===== src/rtl/dmem_bus_if.sv =====
// ---------------------------------------------------------------------------
// dmem_bus_if
//   Valid/ready memory bus between the data-memory bridge (master) and the
//   memory subsystem (slave). The request channel uses a valid/ready
//   handshake. The response channel is a single-cycle valid pulse with read
//   data. It carries no ready signal because the bridge always accepts a
//   response.
//
//   Signals (named from the bridge's point of view):
//     bus_req_valid_o  request valid
//     bus_req_ready_i  request accepted by the memory
//     bus_req_we_o     1 = write, 0 = read
//     bus_req_addr_o   word-aligned byte address
//     bus_req_wdata_o  write data
//     bus_req_wstrb_o  byte write strobes (0 for reads)
//     bus_rsp_valid_i  response / write-ack pulse
//     bus_rsp_rdata_i  read data, qualified by bus_rsp_valid_i
// ---------------------------------------------------------------------------
interface dmem_bus_if #(
    parameter int XLEN = 32
);
    localparam int XBYTES = XLEN / 8;

    logic              bus_req_valid_o;
    logic              bus_req_ready_i;
    logic              bus_req_we_o;
    logic [XLEN-1:0]   bus_req_addr_o;
    logic [XLEN-1:0]   bus_req_wdata_o;
    logic [XBYTES-1:0] bus_req_wstrb_o;
    logic              bus_rsp_valid_i;
    logic [XLEN-1:0]   bus_rsp_rdata_i;

    modport master (
        output bus_req_valid_o,
        input  bus_req_ready_i,
        output bus_req_we_o,
        output bus_req_addr_o,
        output bus_req_wdata_o,
        output bus_req_wstrb_o,
        input  bus_rsp_valid_i,
        input  bus_rsp_rdata_i
    );

    modport slave (
        input  bus_req_valid_o,
        output bus_req_ready_i,
        input  bus_req_we_o,
        input  bus_req_addr_o,
        input  bus_req_wdata_o,
        input  bus_req_wstrb_o,
        output bus_rsp_valid_i,
        output bus_rsp_rdata_i
    );
endinterface


===== src/rtl/dmem_bus_bridge.sv =====
// ---------------------------------------------------------------------------
// dmem_bus_bridge
//   Converts the core's single-cycle data-memory port into one transaction
//   per load or store on a variable-latency valid/ready bus. The core is
//   held with stall_o until the response arrives. Load data reaches the
//   core's MA stage in the same cycle that the stall releases.
//
//   Ports:
//     clk_i, rst_i    clock and asynchronous active-high reset
//     dmem_addr_i     EX-stage byte address
//     dmem_rreq_i     load request
//     dmem_wvalid_i   store request
//     dmem_wdata_i    store data (already lane-replicated)
//     dmem_wstrb_i    store byte strobes
//     dmem_rdata_o    load data to MA stage
//     stall_o         global core stall
//     bus             memory bus, master side (see dmem_bus_if)
//     stall_cnt_o     free-running count of stalled cycles (wraps)
//     err_o           sticky protocol-violation flag
// ---------------------------------------------------------------------------
module dmem_bus_bridge #(
    parameter int XLEN   = 32,
    parameter int XBYTES = XLEN / 8
) (
    input  logic              clk_i,
    input  logic              rst_i,
    input  logic [XLEN-1:0]   dmem_addr_i,
    input  logic              dmem_rreq_i,
    input  logic              dmem_wvalid_i,
    input  logic [XLEN-1:0]   dmem_wdata_i,
    input  logic [XBYTES-1:0] dmem_wstrb_i,
    output logic [XLEN-1:0]   dmem_rdata_o,
    output logic              stall_o,
    dmem_bus_if.master        bus,
    output logic [31:0]       stall_cnt_o,
    output logic              err_o
);

    typedef enum logic [1:0] {
        ST_IDLE,
        ST_REQ,
        ST_WAIT
    } state_t;

    localparam logic [XLEN-1:0] ADDR_MASK = ~XLEN'(XBYTES - 1);

    state_t            state_q;
    logic              req_valid_q;
    logic              req_we_q;
    logic [XLEN-1:0]   req_addr_q;
    logic [XLEN-1:0]   req_wdata_q;
    logic [XBYTES-1:0] req_wstrb_q;
    logic [XLEN-1:0]   rdata_q;
    logic [31:0]       stall_cnt_q;
    logic              err_q;

    logic rsp_done;
    logic accept;

    // The response cycle is not a stall, so the core moves on in the same
    // cycle and may present its next memory op at once.
    assign rsp_done = (state_q == ST_WAIT) && bus.bus_rsp_valid_i;
    assign stall_o  = (state_q == ST_REQ) ||
                      ((state_q == ST_WAIT) && !bus.bus_rsp_valid_i);
    assign accept   = (dmem_rreq_i || dmem_wvalid_i) && !stall_o &&
                      ((state_q == ST_IDLE) || rsp_done);

    // Forward the response straight to the core in the completion cycle.
    // In all other cycles, hold the data from the most recent load.
    assign dmem_rdata_o = rsp_done ? bus.bus_rsp_rdata_i : rdata_q;

    assign bus.bus_req_valid_o = req_valid_q;
    assign bus.bus_req_we_o    = req_we_q;
    assign bus.bus_req_addr_o  = req_addr_q;
    assign bus.bus_req_wdata_o = req_wdata_q;
    assign bus.bus_req_wstrb_o = req_wstrb_q;
    assign stall_cnt_o         = stall_cnt_q;
    assign err_o               = err_q;

    // NOTE: every register below is assigned with <= so that all flops
    // sample the pre-edge values of their inputs, independent of statement
    // order inside the block.
    always_ff @(posedge clk_i or posedge rst_i) begin
        if (rst_i) begin
            state_q     <= ST_IDLE;
            req_valid_q <= 1'b0;
            req_we_q    <= 1'b0;
            req_addr_q  <= '0;
            req_wdata_q <= '0;
            req_wstrb_q <= '0;
            rdata_q     <= '0;
            stall_cnt_q <= '0;
            err_q       <= 1'b0;
        end else begin
            if (stall_o) begin
                stall_cnt_q <= stall_cnt_q + 32'd1;
            end

            // A response with no request outstanding is a protocol
            // violation. It is otherwise ignored.
            if (bus.bus_rsp_valid_i && (state_q != ST_WAIT)) begin
                err_q <= 1'b1;
            end

            // A load and a store in the same cycle are illegal. The store
            // takes priority.
            if (accept && dmem_rreq_i && dmem_wvalid_i) begin
                err_q <= 1'b1;
            end

            // When a request is accepted, capture it. This also covers a
            // request that arrives back-to-back in a completion cycle.
            if (accept) begin
                req_valid_q <= 1'b1;
                req_we_q    <= dmem_wvalid_i;
                req_addr_q  <= dmem_addr_i & ADDR_MASK;
                req_wdata_q <= dmem_wdata_i;
                req_wstrb_q <= dmem_wvalid_i ? dmem_wstrb_i : '0;
            end

            case (state_q)
                ST_IDLE: begin
                    if (accept) begin
                        state_q <= ST_REQ;
                    end
                end
                ST_REQ: begin
                    if (bus.bus_req_ready_i) begin
                        req_valid_q <= 1'b0;
                        state_q     <= ST_WAIT;
                    end
                end
                ST_WAIT: begin
                    if (bus.bus_rsp_valid_i) begin
                        if (!req_we_q) begin
                            rdata_q <= bus.bus_rsp_rdata_i;
                        end
                        state_q <= accept ? ST_REQ : ST_IDLE;
                    end
                end
                default: begin
                    state_q     <= ST_IDLE;
                    req_valid_q <= 1'b0;
                end
            endcase
        end
    end

endmodule


===== src/flat_wrapper.sv =====
// flat-port wrapper written by rule: the top's interface ports become plain ports
module dmem_bus_bridge_flat 
#(
    parameter int XLEN   = 32,
    parameter int XBYTES = XLEN / 8
)
  (clk_i, rst_i, dmem_addr_i, dmem_rreq_i, dmem_wvalid_i, dmem_wdata_i, dmem_wstrb_i, dmem_rdata_o, stall_o, stall_cnt_o, err_o, bus_bus_req_valid_o, bus_bus_req_ready_i, bus_bus_req_we_o, bus_bus_req_addr_o, bus_bus_req_wdata_o, bus_bus_req_wstrb_o, bus_bus_rsp_valid_i, bus_bus_rsp_rdata_i);
  dmem_bus_if #(.XLEN(XLEN)) bus_i ();
  input  logic clk_i;
  input  logic rst_i;
  input  logic [XLEN-1:0] dmem_addr_i;
  input  logic dmem_rreq_i;
  input  logic dmem_wvalid_i;
  input  logic [XLEN-1:0] dmem_wdata_i;
  input  logic [XBYTES-1:0] dmem_wstrb_i;
  output logic [XLEN-1:0] dmem_rdata_o;
  output logic stall_o;
  output logic [31:0] stall_cnt_o;
  output logic err_o;
  output wire logic [$bits(bus_i.bus_req_valid_o)-1:0] bus_bus_req_valid_o;
  input wire logic [$bits(bus_i.bus_req_ready_i)-1:0] bus_bus_req_ready_i;
  output wire logic [$bits(bus_i.bus_req_we_o)-1:0] bus_bus_req_we_o;
  output wire logic [$bits(bus_i.bus_req_addr_o)-1:0] bus_bus_req_addr_o;
  output wire logic [$bits(bus_i.bus_req_wdata_o)-1:0] bus_bus_req_wdata_o;
  output wire logic [$bits(bus_i.bus_req_wstrb_o)-1:0] bus_bus_req_wstrb_o;
  input wire logic [$bits(bus_i.bus_rsp_valid_i)-1:0] bus_bus_rsp_valid_i;
  input wire logic [$bits(bus_i.bus_rsp_rdata_i)-1:0] bus_bus_rsp_rdata_i;
  assign bus_bus_req_valid_o = bus_i.bus_req_valid_o;
  assign bus_i.bus_req_ready_i = bus_bus_req_ready_i;
  assign bus_bus_req_we_o = bus_i.bus_req_we_o;
  assign bus_bus_req_addr_o = bus_i.bus_req_addr_o;
  assign bus_bus_req_wdata_o = bus_i.bus_req_wdata_o;
  assign bus_bus_req_wstrb_o = bus_i.bus_req_wstrb_o;
  assign bus_i.bus_rsp_valid_i = bus_bus_rsp_valid_i;
  assign bus_i.bus_rsp_rdata_i = bus_bus_rsp_rdata_i;
  dmem_bus_bridge #(.XLEN(XLEN), .XBYTES(XBYTES)) u_core (.clk_i(clk_i), .rst_i(rst_i), .dmem_addr_i(dmem_addr_i), .dmem_rreq_i(dmem_rreq_i), .dmem_wvalid_i(dmem_wvalid_i), .dmem_wdata_i(dmem_wdata_i), .dmem_wstrb_i(dmem_wstrb_i), .dmem_rdata_o(dmem_rdata_o), .stall_o(stall_o), .bus(bus_i), .stall_cnt_o(stall_cnt_o), .err_o(err_o));
endmodule

===== config.mk =====
export PLATFORM = sky130hd
export DESIGN_NAME = dmem_bus_bridge_flat
export DESIGN_NICKNAME = d
export VERILOG_FILES = /design/src/rtl/dmem_bus_if.sv /design/src/rtl/dmem_bus_bridge.sv /design/src/flat_wrapper.sv
export SDC_FILE = /design/constraint.sdc
export NUM_CORES = 1
export LEC_CHECK = 0
export BUFFER_PORTS_ARGS = -buffer_cell sky130_fd_sc_hd__buf_4
export CAP_MARGIN = 20
export CORE_MARGIN = 2
export CORE_UTILIZATION = 48
export CTS_CLUSTER_DIAMETER = 40
export CTS_CLUSTER_SIZE = 14
export DETAILED_ROUTE_END_ITERATION = 16
export PLACE_DENSITY = 0.81
export SYNTH_ARGS = -nofsm -noshare
export SYNTH_HDL_FRONTEND = slang
export SYNTH_SLANG_ARGS = --single-unit

===== constraint.sdc =====
create_clock -name clk_i -period 6.2 [get_ports clk_i]
set_input_delay 1.24 -clock clk_i [delete_from_list [all_inputs] [get_ports clk_i]]
set_output_delay 1.24 -clock clk_i [all_outputs]
set_load 0.005 [all_outputs]

; ---- Yosys cells after proc, flatten, opt, wreduce, memory -nomap -nowiden
; Cells that the tools add are included.
[classes]
order_cmp = 0
reduce_logical = 17
n_eq_ne = 6
mul = 0
bitwise = 1
div = 0
shifts = 0
muxes = 12
add_sub_neg = 1
[ops]
columns = op, count
row1 = $add 32x1->32 const B, 1
row2 = $mux 32, 1
row3 = $logic_and 1x1->1, 7
row4 = $mux 2, 3
row5 = $ne 2x2->1 const B, 3
row6 = $pmux 2 s3, 1
row7 = $reduce_and 3->1, 2
row8 = $mux 1, 5
row9 = $mux 4, 1
row10 = $logic_or 1x1->1, 3
row11 = $eq 2x1->1 const B, 1
row12 = $eq 2x2->1 const B, 1
row13 = $logic_not 1->1, 2
row14 = $logic_not 2->1, 1
row15 = $ne 2x1->1 const B, 1
row16 = $pmux 1 s2, 1
row17 = $reduce_bool 2->1, 1
row18 = $reduce_or 2->1, 1
row19 = $not 1->1, 1
[word_totals]
ramBits = 0
output_inout_bits = 136
mem_bits_ro = 0
latchBits = 0
memories = 0
register_bits = 135

; ---- Logic depth before layout (Yosys ltp)
; Gate-level depths: netlist of the first run.
[logic_depth]
ltp_word = 9
depth_mapped = 6
ltp_nobuf = 5

; ---- Worst setup path after synthesis of the first run
; No wires, ideal clock.
[synth_timing]
path_kind = input to output
start = input bus_bus_rsp_valid_i
end = output dmem_rdata_o[10]
t_arrival_ns = 2.134
path_stages = 3
setup_slack_ns = 2.826
cell_sequence = nand3b_1 > clkbuf_1 > mux2_2
[synth_via]
elab_chain_cells = 2
[synth_lines]
columns = item, line
row1 = "start, declared", flat_wrapper.sv:26  ; input wire logic [$bits(bus_i.bus_rsp_valid_i)-1:0] bus_bus_rsp_valid_i;
row2 = $logic_and 1x1->1, dmem_bus_bridge.sv:62  ; assign rsp_done = (state_q == ST_WAIT) && bus.bus_rsp_valid_i;
row3 = $mux 32, dmem_bus_bridge.sv:70  ; assign dmem_rdata_o = rsp_done ? bus.bus_rsp_rdata_i : rdata_q;
row4 = "end, declared", flat_wrapper.sv:16  ; output logic [XLEN-1:0] dmem_rdata_o;
; No other way between the ends.

; ---- Final worst setup path of the first run
[layout_timing]
start = input bus_bus_rsp_valid_i
end = output dmem_rdata_o[24]
; Same word-level chain as after synthesis.

==> results.md, run 1 <==
* Largest family of logic cells by synthesized area: multiplexers
* Hold path depth at 1
* CP Cell Sequence: buf_4 -> nand3b_1 -> buf_4 -> mux2_2 -> buf_4
* Vias in the first global route at 4,449
* Compound-cell area share of the yosys netlist at 1.98%
* Netlist cell types at 32
* WL/cell at 17.6 um
* Worst hold slack at 0.468 ns
* Register-to-Register Path Depth at 4
* Antenna cells at 0
* Via density at 5.23
* Slowest-stage cell, CP: mux2_2
* Hold_buf cts at 0
* Yosys top cell area share at 58.8%
* Outcome: complete, no violations
* Die height at 113 um
* Final Setup Violations at 0
* Fin worst setup slack at 2.57 ns
* H-tree Lvls at 4
* Worst Clk Skew at 0.00495 ns
* Core Rows at 39
* DRT iter0 DRCs at 158
* Grt met3 use at 7.76%
* Layout cells sized above 1 at 61.7%
* Critical Path RT at 4.96 ns
* #FFs+latches synth at 135
* First-pass GRT wire length at 22.7 mm
* Top cells by count, synth: 135 x dfrtp_1, 126 x mux2_2, 26 x xnor2_1, 16 x nand4_1, 15 x nand3_1
* Top Ports at 242
* DR pass1 iterations at 6
* Most frequent cell after synthesis: dfrtp_1
* CTS tree: yes
* Core ar. at 11,600 um2
* GRT Residual Overflow at 0
* Multi-input logic area at 2260 um2
* CP max FO at 33
* Die width at 113 um
* Worst-margin pin slew at 0.799 ns
* Leakage at 3.93 nW
* # Post-CTS Setup Buffers at 0
* Post-synth EDFFs at 0
* Max cap viols at 0
* Final period util at 58.5%
* Antenna violations before repair at 0
* Min-Delay Path Class: flip-flop to flip-flop
* NumNets Final at 759
* Total power at 3.97 mW
* Met1 Usage GRT at 26.9%
* RSZ-0062 raised after global routing: no
* Final instance area at 8290 um2
* Max VDD drop at 0.000291 V
* Vias at 4,228
* Sequential area share after synthesis at 58.8%
* Clock root cell: clkbuf_16
* Synth Area in Simple Gates at 7.58%
* CTS Buffer Depth at 2
* Slew headroom at 46.3%
* CP endpoint kind: output pin
* Cell Area, Placed at 7650 um2
* Clock transition at path regs at 0.05 ns
* Adder and majority gate portion of the synthesized area at 0.218%
* Synth Flop Type: dfrtp_1
* Routed WL at 14.3 mm
* Syn_area_per_cell at 14.1 um2
* Post-Route Utilization at 71.6%
* Synth top area cells: dfrtp_1 59%, mux2_2 25%, xnor2_1 4.0%
* Synth warn at 0
* Initial core utilization at 49.7%
* Post-Syn Area at 5750 um2
* Mux cell area share after synthesis at 24.7%
* WS Path Type: input port to output pin
* CP arrival at 2.39 ns
* Area growth, synth to finish at 44.2%
* P per Cell Area at 479 nW/um2
* Synth Instances at 407
* Startpoint Class: input port
* Hold Vio Cnt, Final at 0
* FF/Latch Area at 3380 um2
* Synth Area in XOR/XNOR at 4.72%
* Place WS at 2.59 ns
* Max-slew violations at 0
* Largest net degree at the start of global routing at 80
* Global route hottest layer: met2
* Layout fillers at 777
* Critical Path Most Common Cell: buf_4
* Met2 Use GR at 37.4%
* Largest stage delay on the critical path at 0.40 ns
* HPWL Detailed at 10.2 mm
* Total CTS buffers at 17
* Post-synth ARST share at 100%
* Post_cts resized at 0
* Non-Filler Instances at 808
* Die area at 12,900 um2
* DP Cell Count at 774
* Setup TNS at 0 ns
* Top cell type by total area after synthesis: dfrtp_1
* Minimum clock period at 3.63 ns
* Post-route ant nets at 0
* DRC Markers at 0
* Later-pin clock latency in the skew report at 0.41 ns
* Number of clock sinks at 135
* Input/output buffers at 237
* GR Util All Layers at 22.7%
* F_max at 276 MHz
* Placer Congestion at 0.784
path summary, 6_finish.rpt:
check                                                end  slack (ns)                 from
setup / recovery                        dmem_rdata_o[24]        2.57  bus_bus_rsp_valid_i
hold / removal                              u_core.err_o        0.47         u_core.err_o
setup reg to reg           u_core.bus.bus_req_addr_o[21]        3.99    u_core.state_q[0]
hold reg to reg                             u_core.err_o        0.47         u_core.err_o
max in group asynchronous  u_core.bus.bus_req_addr_o[20]        4.14                rst_i
min in group asynchronous             u_core.rdata_q[23]        0.72                rst_i
worst max-delay path, delay by kind of cell:
family        cells  cell delay, ns
mux               1            0.40
buf+inv           3            0.65
simple gates      1            0.08
sequential cells by signal, summed over array words and instances, names as in the netlist:
name and cells:
u_core.bus.bus_req_addr_o 30, u_core.bus.bus_req_valid_o 1, u_core.bus.bus_req_wdata_o 32, u_core.bus.bus_req_we_o 1
u_core.bus.bus_req_wstrb_o 4, u_core.err_o 1, u_core.rdata_q 32, u_core.stall_cnt_o 32
u_core.state_q 2
area by class of cell:
class	instances	area share [%]
sequential	135	40.8
multi-input combinational	251	27.3
timing repair buffer	243	22.3
clock buffer	23	6.13
tap	143	2.16
clock inverter	9	1.15
inverter	4	0.211
layer usage:
metal  wire, um  vias up  part of all wire, %
met3       1080       36                  7.6
met5          0        -                    0
met4        446        0                  3.1
met1       5560     2076                   39
li1           -     1938                    -
met2       7170      178                   50
kinds of logic after synthesis:
group	count (synthesis)
flops	135
mux	126
simple gates	74
xor+xnor	31
buf+inv	22
compound gates	17
fa+ha+maj	1
other cells	1
cell usage in the layout (no fill, tap or decap), types with 2 or more instances in the layout:
master / Yosys / layout
a21o_1: 2 / 2
a21oi_1: 3 / 3
a22o_1: 4 / 4
and2_1: 6 / 6
and3_1: 7 / 7
buf_4: 2 / 242
bufinv_16: 0 / 2
clkbuf_16: 0 / 17
clkbuf_8: 0 / 6
clkinv_2: 0 / 7
conb_1: 1 / 2
dfrtp_1: 135 / 135
inv_1: 4 / 3
mux2_2: 126 / 126
nand2_1: 14 / 14
nand3_1: 15 / 15
nand4_1: 16 / 16
nor2_1: 4 / 3
nor3_1: 3 / 3
nor4_2: 2 / 2
o21ai_0: 5 / 5
xnor2_1: 26 / 26
xor2_1: 5 / 5
power breakdown:
group	internal, mW	total (mW)	leakage [nW]	switching, mW
Sequential	1.25	1.47	1.64	0.221
Combinational	0.943	1.50	1.98	0.557
Clock	0.650	1.00	0.308	0.352
Power figures use the tool's default switching activity.
==> run 2, diff against run 1 <==
--- a/config.mk
+++ b/config.mk
@@ -8,11 +8,11 @@
 export BUFFER_PORTS_ARGS = -buffer_cell sky130_fd_sc_hd__buf_4
 export CAP_MARGIN = 20
 export CORE_MARGIN = 2
-export CORE_UTILIZATION = 48
+export CORE_UTILIZATION = 43
 export CTS_CLUSTER_DIAMETER = 40
 export CTS_CLUSTER_SIZE = 14
 export DETAILED_ROUTE_END_ITERATION = 16
-export PLACE_DENSITY = 0.81
+export PLACE_DENSITY = 0.77
 export SYNTH_ARGS = -nofsm -noshare
 export SYNTH_HDL_FRONTEND = slang
 export SYNTH_SLANG_ARGS = --single-unit
==> constraint.sdc (replaced) <==
create_clock -name clk_i -period 3.3 [get_ports clk_i]
set_input_delay 0.66 -clock clk_i [delete_from_list [all_inputs] [get_ports clk_i]]
set_output_delay 0.66 -clock clk_i [all_outputs]
set_load 0.005 [all_outputs]
==> run 2 against run 1 <==
Via count is 1.7% lower; clock skew hardly changed; clock power is 90% higher; worst setup slack worse by 1.9 ns; die area is 11% higher; final area is 0.82% higher; critical path depth is 1 lower; cell count is 4.5% higher; wire length is 2.8% lower; register-to-register slack worse by 2.9 ns; critical path type is now flip-flop to output pin; largest cell class unchanged.
==> results.md, run 2 (same netlist as run 1, synthesis figures left out) <==
* Outcome: complete, no violations (unchanged)
* Max cap viols at 0 (unchanged)
* Metal3 WL at 936 um (was 1.08 mm)
* CP endpoint kind: output pin (unchanged)
* Area growth, synth to finish at 45.4% (was 44.2%)
* GR Util All Layers at 19.2% (was 22.7%)
* RSZ-0062 raised after global routing: no (unchanged)
* Met1 wire length at 5.63 mm (was 5.56 mm)
* Core ar. at 13,100 um2 (was 11,600 um2)
* WS Path Type: flip-flop to output pin (was input port to output pin)
* CTS Buffer Depth at 2 (unchanged)
* HPWL Detailed at 10.2 mm (about the same)
* Clock transition at path regs at 0.05 ns (about the same)
* Setup TNS at 0 ns (unchanged)
* Largest stage delay on the critical path at 0.45 ns (was 0.40 ns)
* Vias at 4,158 (was 4,228)
* Layout cells sized above 1 at 61.4% (was 61.7%)
* Slowest-stage cell, CP: dfrtp_1 (was mux2_2)
* Worst Clk Skew at 0.00449 ns (was 0.00495 ns)
* Commonest non-fill, non-tap cell in the layout: buf_4 (unchanged)
* NumNets Final at 762 (was 759)
* Post-route ant nets at 0 (unchanged)
* Met2 WL at 7.08 mm (was 7.17 mm)
* DRC Markers at 0 (unchanged)
* Hold_buf cts at 0 (unchanged)
* Startpoint Class: flip-flop (was input port)
* Post_cts resized at 0 (unchanged)
* Critical Path Most Common Cell: buf_4 (unchanged)
* Minimum clock period at 2.61 ns
* GRT Residual Overflow at 0 (unchanged)
* Initial core utilization at 43.7% (was 49.7%)
* Input/output buffers at 237 (unchanged)
* P per Cell Area at 896 nW/um2 (was 479 nW/um2)
* Via density at 4.93 (was 5.23)
* Number of clock sinks at 135 (unchanged)
* Antenna violations before repair at 0 (unchanged)
* DRT iter0 DRCs at 158 (unchanged)
* Total CTS buffers at 17 (unchanged)
* Post-Route Utilization at 63.6% (was 71.6%)
* WL/cell at 16.4 um (was 17.6 um)
* Top Ports at 242 (unchanged)
* First-pass GRT wire length at 21.7 mm (was 22.7 mm)
* CP arrival at 1.95 ns (was 2.39 ns)
* Layout fillers at 1,017 (was 777)
* Max VDD drop at 0.000450 V (was 0.000291 V)
* Most frequent cells in the layout: 244 x buf_4, 135 x dfrtp_1, 126 x mux2_2 (was 242 x buf_4, 135 x dfrtp_1, 126 x mux2_2)
* Critical Path RT at 2.64 ns (was 4.96 ns)
* Placer Congestion at 0.772 (was 0.784)
* H-tree Lvls at 4 (unchanged)
* Later-pin clock latency in the skew report at 0.40 ns (was 0.41 ns)
* Setup slack, reg-to-reg at 1.09 ns (was 3.99 ns)
* Final instance area at 8350 um2 (was 8290 um2)
* CTS tree: yes (unchanged)
* Die area at 14,300 um2 (was 12,900 um2)
* F_max at 384 MHz
* Vias in the first global route at 4,330 (was 4,449)
* Core Rows at 42 (was 39)
* Clock root cell: clkbuf_16 (unchanged)
* DR pass1 iterations at 4 (was 6)
* Min-Delay Path Class: input port to async pin (was flip-flop to flip-flop)
* # Post-CTS Setup Buffers at 0 (unchanged)
* Hold Vio Cnt, Final at 0 (unchanged)
* Slew headroom at 42.8% (was 46.3%)
* Max-slew violations at 0 (unchanged)
* Antenna cells at 0 (unchanged)
* Die width at 120 um (was 113 um)
* Die height at 120 um (was 113 um)
* CP max FO at 33 (unchanged)
* Routed WL at 13.9 mm (was 14.3 mm)
* Top routing layer in use: met4 (unchanged)
* Final Setup Violations at 0 (unchanged)
* Leakage at 3.93 nW (about the same)
* Cell Area, Placed at 7750 um2 (was 7650 um2)
* CP Cell Sequence: nand3b_1 -> buf_4 -> mux2_2 -> buf_4 (was buf_4 -> nand3b_1 -> buf_4 -> mux2_2 -> buf_4)
* Largest net degree at the start of global routing at 68 (was 80)
* Final period util at 79.0%
* Worst-margin pin slew at 0.848 ns (was 0.799 ns)
run 2: power breakdown:
group          internal [mW]  total, mW  switching, mW
Clock                   1.24       1.90          0.657
Combinational           1.79       2.83           1.03
Sequential              2.34       2.76          0.415
run 2: final cells by class:
type / count / area [um2] / share of cell area [%]
clock buffer: 23 / 478 / 5.72
sequential: 135 / 3380 / 40.4
timing repair buffer: 246 / 1870 / 22.4
multi-input combinational: 251 / 2260 / 27.1
tap: 176 / 220 / 2.64
clock inverter: 9 / 123 / 1.47
inverter: 4 / 18.8 / 0.225
run 2: final timing paths:
kind,start,to,cells past startpoint
worst max-delay path,u_core.state_q[0],dmem_rdata_o[4],4
worst min-delay path,rst_i,u_core.bus.bus_req_addr_o[6],2
worst max register to register,u_core.state_q[0],u_core.rdata_q[27],5
worst min register to register,u_core.err_o,u_core.err_o,1
max in group asynchronous,rst_i,u_core.stall_cnt_o[0],3
min in group clk_i,u_core.err_o,u_core.err_o,1
run 2: worst max-delay path, delay by kind of cell, from the launching register on:
kind,cells,cell delay (ns)
buffers and inverters,2,0.53
flip-flops,1,0.45
multiplexers,1,0.40
AND/OR/NAND/NOR,1,0.15
run 2: per-layer routing:
| metal | vias to the layer above | GRT usage, % |
|---|---|---|
| met5 | - | 0 |
| met4 | 0 | 6.84 |
| met3 | 17 | 6.13 |
| met2 | 143 | 32.5 |
| met1 | 2050 | 23.0 |
| li1 | 1948 | - |
run 2: per-stage QoR:
stage / worst slack (ns) / power [mW] / hold WS (ns) / instances
after floorplan: 0.961 / 4.12 / 0.451 / 408
after global placement: 0.861 / 5.52 / 0.449 / 812
after detailed placement: 0.834 / 5.63 / 0.450 / 812
after CTS: 0.682 / 7.57 / 0.153 / 844
after global routing: 0.589 / 7.90 / 0.158 / 844
final: 0.693 / 7.48 / 0.169 / 844
